**config.mk**
```make
export PLATFORM = sky130hd
export DESIGN_NAME = pc_fetch_flat
export DESIGN_NICKNAME = d
export VERILOG_FILES = /design/src/rtl/pc_fetch_if.sv /design/src/rtl/pc_fetch.sv /design/src/flat_wrapper.sv
export SDC_FILE = /design/constraint.sdc
export NUM_CORES = 1
export LEC_CHECK = 0
export ABC_CLOCK_PERIOD_IN_PS = 3300
export CORE_MARGIN = 3
export CORE_UTILIZATION = 39
export CTS_CLUSTER_SIZE = 14
export DETAILED_ROUTE_END_ITERATION = 8
export PLACE_DENSITY = 0.86
export SYNTH_ARGS = -nofsm -noshare
export SYNTH_HDL_FRONTEND = slang
export SYNTH_SLANG_ARGS = --single-unit
```
**constraint.sdc**
```tcl
create_clock -name i_clk -period 3.3 [get_ports i_clk]
set_clock_uncertainty 0.05 [all_clocks]
set_input_delay 0.99 -clock i_clk [delete_from_list [all_inputs] [get_ports i_clk]]
set_output_delay 0.99 -clock i_clk [all_outputs]
set_load 0.01 [all_outputs]
```
**src/rtl/pc_fetch_if.sv**
```systemverilog
// Instruction-memory request/acknowledge bus between the fetch front end and imem.
// master = fetch side (drives req/addr), slave = memory side (drives ack/rdata).
interface pc_fetch_if;
   logic        req;
   logic [31:0] addr;
   logic        ack;
   logic [31:0] rdata;

   modport master (output req, output addr, input ack, input rdata);
   modport slave  (input req, input addr, output ack, output rdata);
endinterface

```
**src/rtl/pc_fetch.sv**
```systemverilog
// PC register and req/ack instruction-fetch front end of the single-cycle MIPS datapath.
// Optional macro PC_ALIGN_CHECK_EN: word-align committed targets and raise sticky o_misalign.
module pc_fetch #(
   parameter logic [31:0] RESET_PC = 32'h0000_0000
) (
   input  logic        i_clk,
   input  logic        i_rst,
   input  logic [31:0] i_dir,
   input  logic        i_stall,
   pc_fetch_if.master  imem,
   output logic [31:0] o_pc_next,
   output logic [31:0] o_instr,
   output logic [25:0] o_inm26,
   output logic [15:0] o_inm16,
   output logic        o_instr_valid,
   output logic        o_misalign
);

   typedef enum logic [1:0] {
      S_IDLE = 2'd0,
      S_REQ  = 2'd1,
      S_HOLD = 2'd2
   } state_t;

   state_t      r_state;
   state_t      w_state_nxt;
   logic [31:0] r_pc;
   logic [31:0] r_instr;
   logic [31:0] w_pc_load;
   logic        w_req;
   logic        w_valid;
   logic        w_commit;
   logic        w_capture;

   assign w_capture = (r_state == S_REQ) && imem.ack;
   assign w_commit  = (r_state == S_HOLD) && !i_stall;

   always_ff @(posedge i_clk) begin
      if (i_rst) r_state <= S_IDLE;
      else       r_state <= w_state_nxt;
   end

   always_comb begin
      w_state_nxt = r_state;
      case (r_state)
         S_IDLE:  w_state_nxt = S_REQ;
         S_REQ:   if (imem.ack) w_state_nxt = S_HOLD;
         S_HOLD:  if (!i_stall) w_state_nxt = S_REQ;
         default: w_state_nxt = S_IDLE;
      endcase
   end

   always_comb begin
      w_req   = 1'b0;
      w_valid = 1'b0;
      case (r_state)
         S_REQ:   w_req   = 1'b1;
         S_HOLD:  w_valid = 1'b1;
         default: begin
            w_req   = 1'b0;
            w_valid = 1'b0;
         end
      endcase
   end

`ifdef PC_ALIGN_CHECK_EN
   logic r_misalign;

   assign w_pc_load = {i_dir[31:2], 2'b00};

   // Sticky until reset: once a bad target has been seen it stays reported.
   always_ff @(posedge i_clk) begin
      if (i_rst)                       r_misalign <= 1'b0;
      else if (w_commit && |i_dir[1:0]) r_misalign <= 1'b1;
   end

   assign o_misalign = r_misalign;
`else
   assign w_pc_load  = i_dir;
   assign o_misalign = 1'b0;
`endif

   always_ff @(posedge i_clk) begin
      if (i_rst)         r_pc <= RESET_PC;
      else if (w_commit) r_pc <= w_pc_load;
   end

   always_ff @(posedge i_clk) begin
      if (i_rst)          r_instr <= 32'h0000_0000;
      else if (w_capture) r_instr <= imem.rdata;
   end

   assign imem.req      = w_req;
   assign imem.addr     = r_pc;
   assign o_pc_next     = r_pc + 32'd4;
   assign o_instr       = r_instr;
   assign o_inm26       = r_instr[25:0];
   assign o_inm16       = r_instr[15:0];
   assign o_instr_valid = w_valid;

endmodule

```
**src/flat_wrapper.sv**
```systemverilog
// flat-port wrapper written by rule: the top's interface ports become plain ports
module pc_fetch_flat 
#(
   parameter logic [31:0] RESET_PC = 32'h0000_0000
)
  (i_clk, i_rst, i_dir, i_stall, o_pc_next, o_instr, o_inm26, o_inm16, o_instr_valid, o_misalign, imem_req, imem_addr, imem_ack, imem_rdata);
  pc_fetch_if imem_i ();
  input  logic i_clk;
  input  logic i_rst;
  input  logic [31:0] i_dir;
  input  logic i_stall;
  output logic [31:0] o_pc_next;
  output logic [31:0] o_instr;
  output logic [25:0] o_inm26;
  output logic [15:0] o_inm16;
  output logic o_instr_valid;
  output logic o_misalign;
  output wire logic [$bits(imem_i.req)-1:0] imem_req;
  output wire logic [$bits(imem_i.addr)-1:0] imem_addr;
  input wire logic [$bits(imem_i.ack)-1:0] imem_ack;
  input wire logic [$bits(imem_i.rdata)-1:0] imem_rdata;
  assign imem_req = imem_i.req;
  assign imem_addr = imem_i.addr;
  assign imem_i.ack = imem_ack;
  assign imem_i.rdata = imem_rdata;
  pc_fetch #(.RESET_PC(RESET_PC)) u_core (.i_clk(i_clk), .i_rst(i_rst), .i_dir(i_dir), .i_stall(i_stall), .imem(imem_i), .o_pc_next(o_pc_next), .o_instr(o_instr), .o_inm26(o_inm26), .o_inm16(o_inm16), .o_instr_valid(o_instr_valid), .o_misalign(o_misalign));
endmodule
```
==> summary.md, run 1 <==
| Metric | Value |
|---|---|
| Clock tree root driver cell | `clkbuf_8` |
| Syn nets | `487` |
| Site row count | `32` |
| Synth cell types | `28` |
| Initial DRC Count | `113` |
| Vias in the first global route | `3316` |
| Synth Area per Inst | `7.64 um^2` |
| Routed length per instance | `15.2 um` |
| Final setup violation count | `0` |
| Tot Pwr | `1.71 mW` |
| CTS Sinks | `66` |
| Die X | `96.5 um` |
| Yosys reg bits | `66` |
| Number of vias per cell | `4.93` |
| Largest net degree at the start of global routing | `34` |
| Commonest non-fill, non-tap cell in the layout | `clkdlybuf4s50_1` |
| Met3 WL | `984 um` |
| Non-filler instance count after layout | `686` |
| Final HPWL DP | `7810 um` |
| Most frequent cells in the layout | `195 x clkdlybuf4s50_1, 139 x nand2_1, 66 x a21oi_1` |
| Leak Pwr | `2.05 nW` |
| Initial antenna violation count | `0` |
| Drt total wl | `10400 um` |
| Die H | `96.5 um` |
| Final core utilization | `67.6%` |
| Fill count | `644` |
| # IOs | `209` |
| Critical path class | `reg2out` |
| Min Tclk post-route | `3.19 ns` |
| Antenna Cells | `0` |
| Max-slew violations | `0` |
| DR pass1 iterations | `4` |
| F_max | `314 MHz` |
| First-pass GRT wire length | `15300 um` |
| Layout cells sized above 1 | `9.59%` |
| Final worst slack | `0.113 ns` |
| Post-route ant nets | `0` |
| Highest metal used | `met4` |
| Via count | `3380` |
| Post-route DRC | `0` |
| M1 WL | `3790 um` |
| Total power divided by cell area | `321 nW/um^2` |
| Clock latency on the worst-skew pair | `0.32 ns` |
| Measured slew at the worst slew-check pin | `0.615 ns` |
| Worst setup EP type | `output pin` |
| Placement Setup Slack | `0.113 ns` |
| CTS tree | `yes` |
| Post-Place Cells | `669` |
| CTS Buf Count | `9` |
| Number of I/O port buffers | `207` |
| VDD IR max | `235 uV` |
| Die area | `9320 um^2` |
| CP max FO | `8` |
| Starting density of the core | `40.7%` |
| Fin nets | `649` |
| Grt ovf | `0` |
| Hold Vio Cnt, Final | `0` |
| Core area | `7850 um^2` |
| Worst slew margin | `59.0%` |
| Final worst path period share | `96.6%` |
| Cell Area, Synth | `3200 um^2` |
| HP Class | `reg2reg` |
| Gr usage total | `21.2%` |
| Critical path startpoint category | `register` |
| Register area share after synthesis | `41.3%` |
| Crit path required time | `2.26 ns` |
| Worst EP arrival | `2.15 ns` |
| Max-capacitance violation count | `0` |
| Met2 wire len | `5370 um` |
| Area growth from synthesis to layout | `66.1%` |
| Htree depth | `3` |
| Final RePlAce weighted congestion | `0.816` |
| Yosys warning count | `0` |
| Clock buffer depth | `2` |
| Clk pin slew, worst setup/hold paths | `0.08 ns` |
| Post-Synthesis Cells | `418` |
| Status | `completed` |
-- synthesized netlist by cell type, drive strengths merged --
cell / instances / area share, %
and4: 2 / 0.55
nand2: 139 / 16
ha: 1 / 0.39
or2: 1 / 0.20
clkbuf: 14 / 1.6
nand3: 6 / 1.1
buf: 53 / 12
inv: 3 / 0.35
nand4bb: 1 / 0.35
nor3: 3 / 0.82
nor2b: 2 / 0.39
xnor2: 21 / 5.8
dfxtp: 66 / 41
conb: 1 / 0.12
a21oi: 66 / 10
nor4: 2 / 0.78
xor2: 7 / 1.9
and2b: 1 / 0.24
nand4b: 1 / 0.27
nor2: 8 / 0.94
nand2b: 1 / 0.20
and3: 4 / 0.78
nand4: 14 / 3.1
nor3b: 1 / 0.24
-- per-stage QoR --
stage | hold slack (ns) | TNS [ns] | cell area, um^2
floorplan | 0.431 | 0 | 3200
global placement | 0.392 | 0 | 5030
detailed placement | 0.399 | 0 | 5030
CTS | 0.408 | -0.0220 | 5250
global route | 0.427 | -0.0166 | 5310
finish | 0.405 | 0 | 5310
-- flip-flops by register name, summed over array words and instances (netlist names) --
name	flops
u_core.imem.addr	32
u_core.o_instr	32
u_core.r_state	2
-- worst max-delay path: stages (launching register included) --
cell             delay (ns)
dfxtp_2                0.38
ha_2                   0.23
nand3_4                0.14
nor3_4                 0.17
buf_12                 0.14
nand2_1                0.06
xnor2_1                0.14
clkdlybuf4s50_1        0.55
-- power breakdown --
group,total (mW),switching (mW),internal [mW],leakage [nW]
combinational,0.310,0.122,0.188,1.42
clock,0.544,0.280,0.264,0.0827
sequential,0.852,0.0279,0.824,0.544
-- what timing repair did --
item	4_1_cts	5_1_grt
resized for setup	18	20
endpoints found under the setup margin	17	15
hold buffers	0	0
pin swaps	2	2
buffers inserted	1	1
-- layout make-up --
class / instances / area (um^2) / share of cell area [%]
multi-input combinational: 282 / 1500 / 28.2
clock inverter: 4 / 20.0 / 0.377
inverter: 3 / 11.3 / 0.212
clock buffer: 11 / 131 / 2.48
timing repair buffer: 218 / 2180 / 41.0
sequential: 66 / 1340 / 25.3
tap: 102 / 128 / 2.40
-- routing by layer --
layer / vias to the layer above / GRT usage [%]
li1: 1644 / -
met1: 1540 / 22.0
met2: 174 / 38.6
met3: 22 / 6.04
met4: 0 / 10.6
met5: - / 0
-- kinds of logic after synthesis --
| group | after synthesis | synth area share (%) |
|---|---|---|
| compound gates | 66 | 10.3 |
| xor+xnor | 28 | 7.67 |
| fa+ha+maj | 1 | 0.391 |
| buf+inv | 70 | 13.8 |
| flops | 66 | 41.3 |
| other cells | 1 | 0.117 |
| simple gates | 186 | 26.3 |
-- path summary, 6_finish.rpt --
path | startpoint | endpoint | slack [ns] | cells past startpoint
worst max-delay path | u_core.imem.addr[2] | o_pc_next[18] | 0.11 | 7
worst min-delay path | u_core.o_instr[28] | u_core.o_instr[28] | 0.40 | 2
worst max register to register | u_core.r_state[1] | u_core.imem.addr[11] | 1.81 | 5
worst min register to register | u_core.o_instr[28] | u_core.o_instr[28] | 0.40 | 2
(Power assumes the default switching activity.)
==> run 2: changes to the inputs <==
--- a/config.mk
+++ b/config.mk
@@ -11,6 +11,7 @@
 export CTS_CLUSTER_SIZE = 14
 export DETAILED_ROUTE_END_ITERATION = 8
 export PLACE_DENSITY = 0.86
+export REMOVE_ABC_BUFFERS = 1
 export SYNTH_ARGS = -nofsm -noshare
 export SYNTH_HDL_FRONTEND = slang
 export SYNTH_SLANG_ARGS = --single-unit
==> run 2 against run 1 <==
  * Setup slack worse by 0.032 ns
  * First-iteration DRC count down 38%
  * Die area unchanged
  * Flip-flop and latch count unchanged
  * Non-clock buffer count down 2
  * Critical path depth unchanged
  * Register-to-register slack worse by 0.02 ns
  * Worst hold slack better by 0.0081 ns
  * Final cell count down 0.15%
  * Global-route usage down 0.44 points
==> summary.md, run 2 (synthesized netlist as in run 1, its figures left out) <==
| Metric | Value |
|---|---|
| Post-route cell area | `5310 um^2 (about the same)` |
| Number of I/O port buffers | `207 (unchanged)` |
| Hold Path Origin | `u_core.o_instr[30] (was u_core.o_instr[28])` |
| Via count | `3389 (was 3380)` |
| Grt ovf | `0 (unchanged)` |
| CTS tree | `yes (unchanged)` |
| Combinational power share | `17.8% (was 18.2%)` |
| Initial antenna violation count | `0 (unchanged)` |
| Worst slew margin | `59.9% (was 59.0%)` |
| Area growth from synthesis to layout | `66.0% (was 66.1%)` |
| Status | `completed (unchanged)` |
| Area after DPL | `5020 um^2 (was 5030 um^2)` |
| Site row count | `32 (unchanged)` |
| CP max FO | `8 (unchanged)` |
| F_max | `311 MHz (was 314 MHz)` |
| Largest net degree at the start of global routing | `34 (unchanged)` |
| Final core utilization | `67.6% (about the same)` |
| Htree depth | `3 (unchanged)` |
| CTS Buf Count | `9 (unchanged)` |
| Core area | `7850 um^2 (unchanged)` |
| Post-route ant nets | `0 (unchanged)` |
| Hold endpoint | `u_core.o_instr[30] (was u_core.o_instr[28])` |
| Initial DRC Count | `70 (was 113)` |
| Die H | `96.5 um (unchanged)` |
| Antenna Cells | `0 (unchanged)` |
| Clock tree root driver cell | `clkbuf_8 (unchanged)` |
| Hold_buf cts | `0 (unchanged)` |
| Switching part of the total | `25.1% (was 25.2%)` |
| Tot Pwr | `1.74 mW (was 1.71 mW)` |
| Clock network power share | `33.2% (was 31.9%)` |
| Worst setup EP type | `output pin (unchanged)` |
| Worst hold stages | `2 (unchanged)` |
| Crit path required time | `2.26 ns (about the same)` |
| VDD IR max | `210 uV (was 235 uV)` |
| Drt total wl | `10300 um (was 10400 um)` |
| Pint | `1.30 mW (was 1.28 mW)` |
| Final setup violation count | `0 (unchanged)` |
| HP Class | `reg2reg (unchanged)` |
| DR pass1 iterations | `6 (was 4)` |
| R2R cell count | `5 (unchanged)` |
| Psw | `436 uW (was 431 uW)` |
| Die X | `96.5 um (unchanged)` |
| Starting density of the core | `40.7% (unchanged)` |
| R2R Path Start | `u_core.r_state[1] (unchanged)` |
| Critical path startpoint category | `register (unchanged)` |
| Clock buffer depth | `2 (unchanged)` |
| Fin nets | `647 (was 649)` |
| Most frequent cells in the layout | `198 x clkdlybuf4s50_1, 139 x nand2_1, 66 x a21oi_1 (was 195 x clkdlybuf4s50_1, 139 x nand2_1, 66 x a21oi_1)` |
| First-pass GRT wire length | `15300 um (about the same)` |
| Total power divided by cell area | `328 nW/um^2 (was 321 nW/um^2)` |
| Fill count | `613 (was 644)` |
| Post-route DRC | `0 (unchanged)` |
| Final HPWL DP | `7670 um (was 7810 um)` |
| Worst reg2reg endpoint | `u_core.imem.addr[12] (was u_core.imem.addr[11])` |
| Leak Pwr | `1.98 nW (was 2.05 nW)` |
| Fin Hold WS | `0.413 ns (was 0.405 ns)` |
| Measured slew at the worst slew-check pin | `0.602 ns (was 0.615 ns)` |
| Vias in the first global route | `3220 (was 3316)` |
| Layout cells sized above 1 | `9.95% (was 9.59%)` |
| Commonest non-fill, non-tap cell in the layout | `clkdlybuf4s50_1 (unchanged)` |
| Min Tclk post-route | `3.22 ns (was 3.19 ns)` |
| Register-to-register setup slack | `1.79 ns (was 1.81 ns)` |
| Worst EP arrival | `2.18 ns (was 2.15 ns)` |
| Die area | `9320 um^2 (unchanged)` |
| Gr usage total | `20.7% (was 21.2%)` |
| Final RePlAce weighted congestion | `0.845 (was 0.816)` |
| Register share of total power | `49.1% (was 49.9%)` |
| Final worst path period share | `97.5% (was 96.6%)` |
| Number of vias per cell | `4.95 (was 4.93)` |
| # IOs | `209 (unchanged)` |
| Hold Vio Cnt, Final | `0 (unchanged)` |
| Max-slew violations | `0 (unchanged)` |
| CTS Sinks | `66 (unchanged)` |
| Routed length per instance | `15.0 um (was 15.2 um)` |
| Clock latency on the worst-skew pair | `0.32 ns (about the same)` |
| Critical path class | `reg2out (unchanged)` |
| Clk pin slew, worst setup/hold paths | `0.07 ns (was 0.08 ns)` |
| Max-capacitance violation count | `0 (unchanged)` |
-- run 2: worst max-delay path: stages, from the launching register on --
cell and delay (ns):
dfxtp_2 0.38, ha_2 0.23, nand3_4 0.13, nor3_4 0.20, buf_12 0.15, nand2_1 0.06
xnor2_1 0.15, clkdlybuf4s50_1 0.55
-- run 2: final cells by class --
| cell class | count | area, um^2 | area share (%) |
|---|---|---|---|
| repair buffers | 216 | 2150 | 40.6 |
| multi-input cells | 282 | 1510 | 28.4 |
| flip-flops and latches | 66 | 1340 | 25.3 |
| clock buffers | 13 | 149 | 2.81 |
| well taps | 102 | 128 | 2.41 |
| clock inverters | 3 | 15.0 | 0.283 |
| inverters | 3 | 11.3 | 0.212 |
-- run 2: worst max-delay path by stage --
stage               slack (ns)  depth (start not counted)                 from       endpoint
finish                    0.08                          7  u_core.imem.addr[2]  o_pc_next[18]
global route             -0.03                          7  u_core.imem.addr[2]  o_pc_next[18]
CTS                      -0.01                          6  u_core.imem.addr[2]  o_pc_next[16]
detailed placement        0.12                          6  u_core.imem.addr[2]  o_pc_next[30]
global placement          0.20                          6  u_core.imem.addr[2]  o_pc_next[22]
floorplan                 0.75                          5  u_core.imem.addr[2]  o_pc_next[24]
-- run 2: power groups by stage --
| stage | Combinational (mW) | Sequential, mW | Clock (mW) |
|---|---|---|---|
| floorplan | 0.0576 | 0.891 | 0 |
| global placement | 0.306 | 0.868 | 0 |
| detailed placement | 0.310 | 0.870 | 0 |
| CTS | 0.312 | 0.853 | 0.589 |
| global route | 0.331 | 0.858 | 0.624 |
| finish | 0.309 | 0.854 | 0.576 |
-- run 2: through the flow --
stage | setup slack, ns | TNS, ns | std cells
after floorplan | 0.753 | 0 | 351
after global placement | 0.204 | 0 | 667
after detailed placement | 0.118 | 0 | 667
after CTS | -0.0114 | -0.0144 | 684
after global routing | -0.0251 | -0.0255 | 685
final | 0.0811 | 0 | 685
-- run 2: metal layers --
layer	vias to the layer above	GRT usage [%]	routed length (um)
li1	1635	-	-
met1	1562	23.7	3780
met2	167	36.1	5190
met3	25	6.58	1070
met4	0	7.59	221
met5	-	0	0
-- run 2: repair_timing --
item	CTS	global route
gates resized for setup	13	26
buffers inserted	1	1
setup endpoints to repair	16	14
pin swaps	1	3
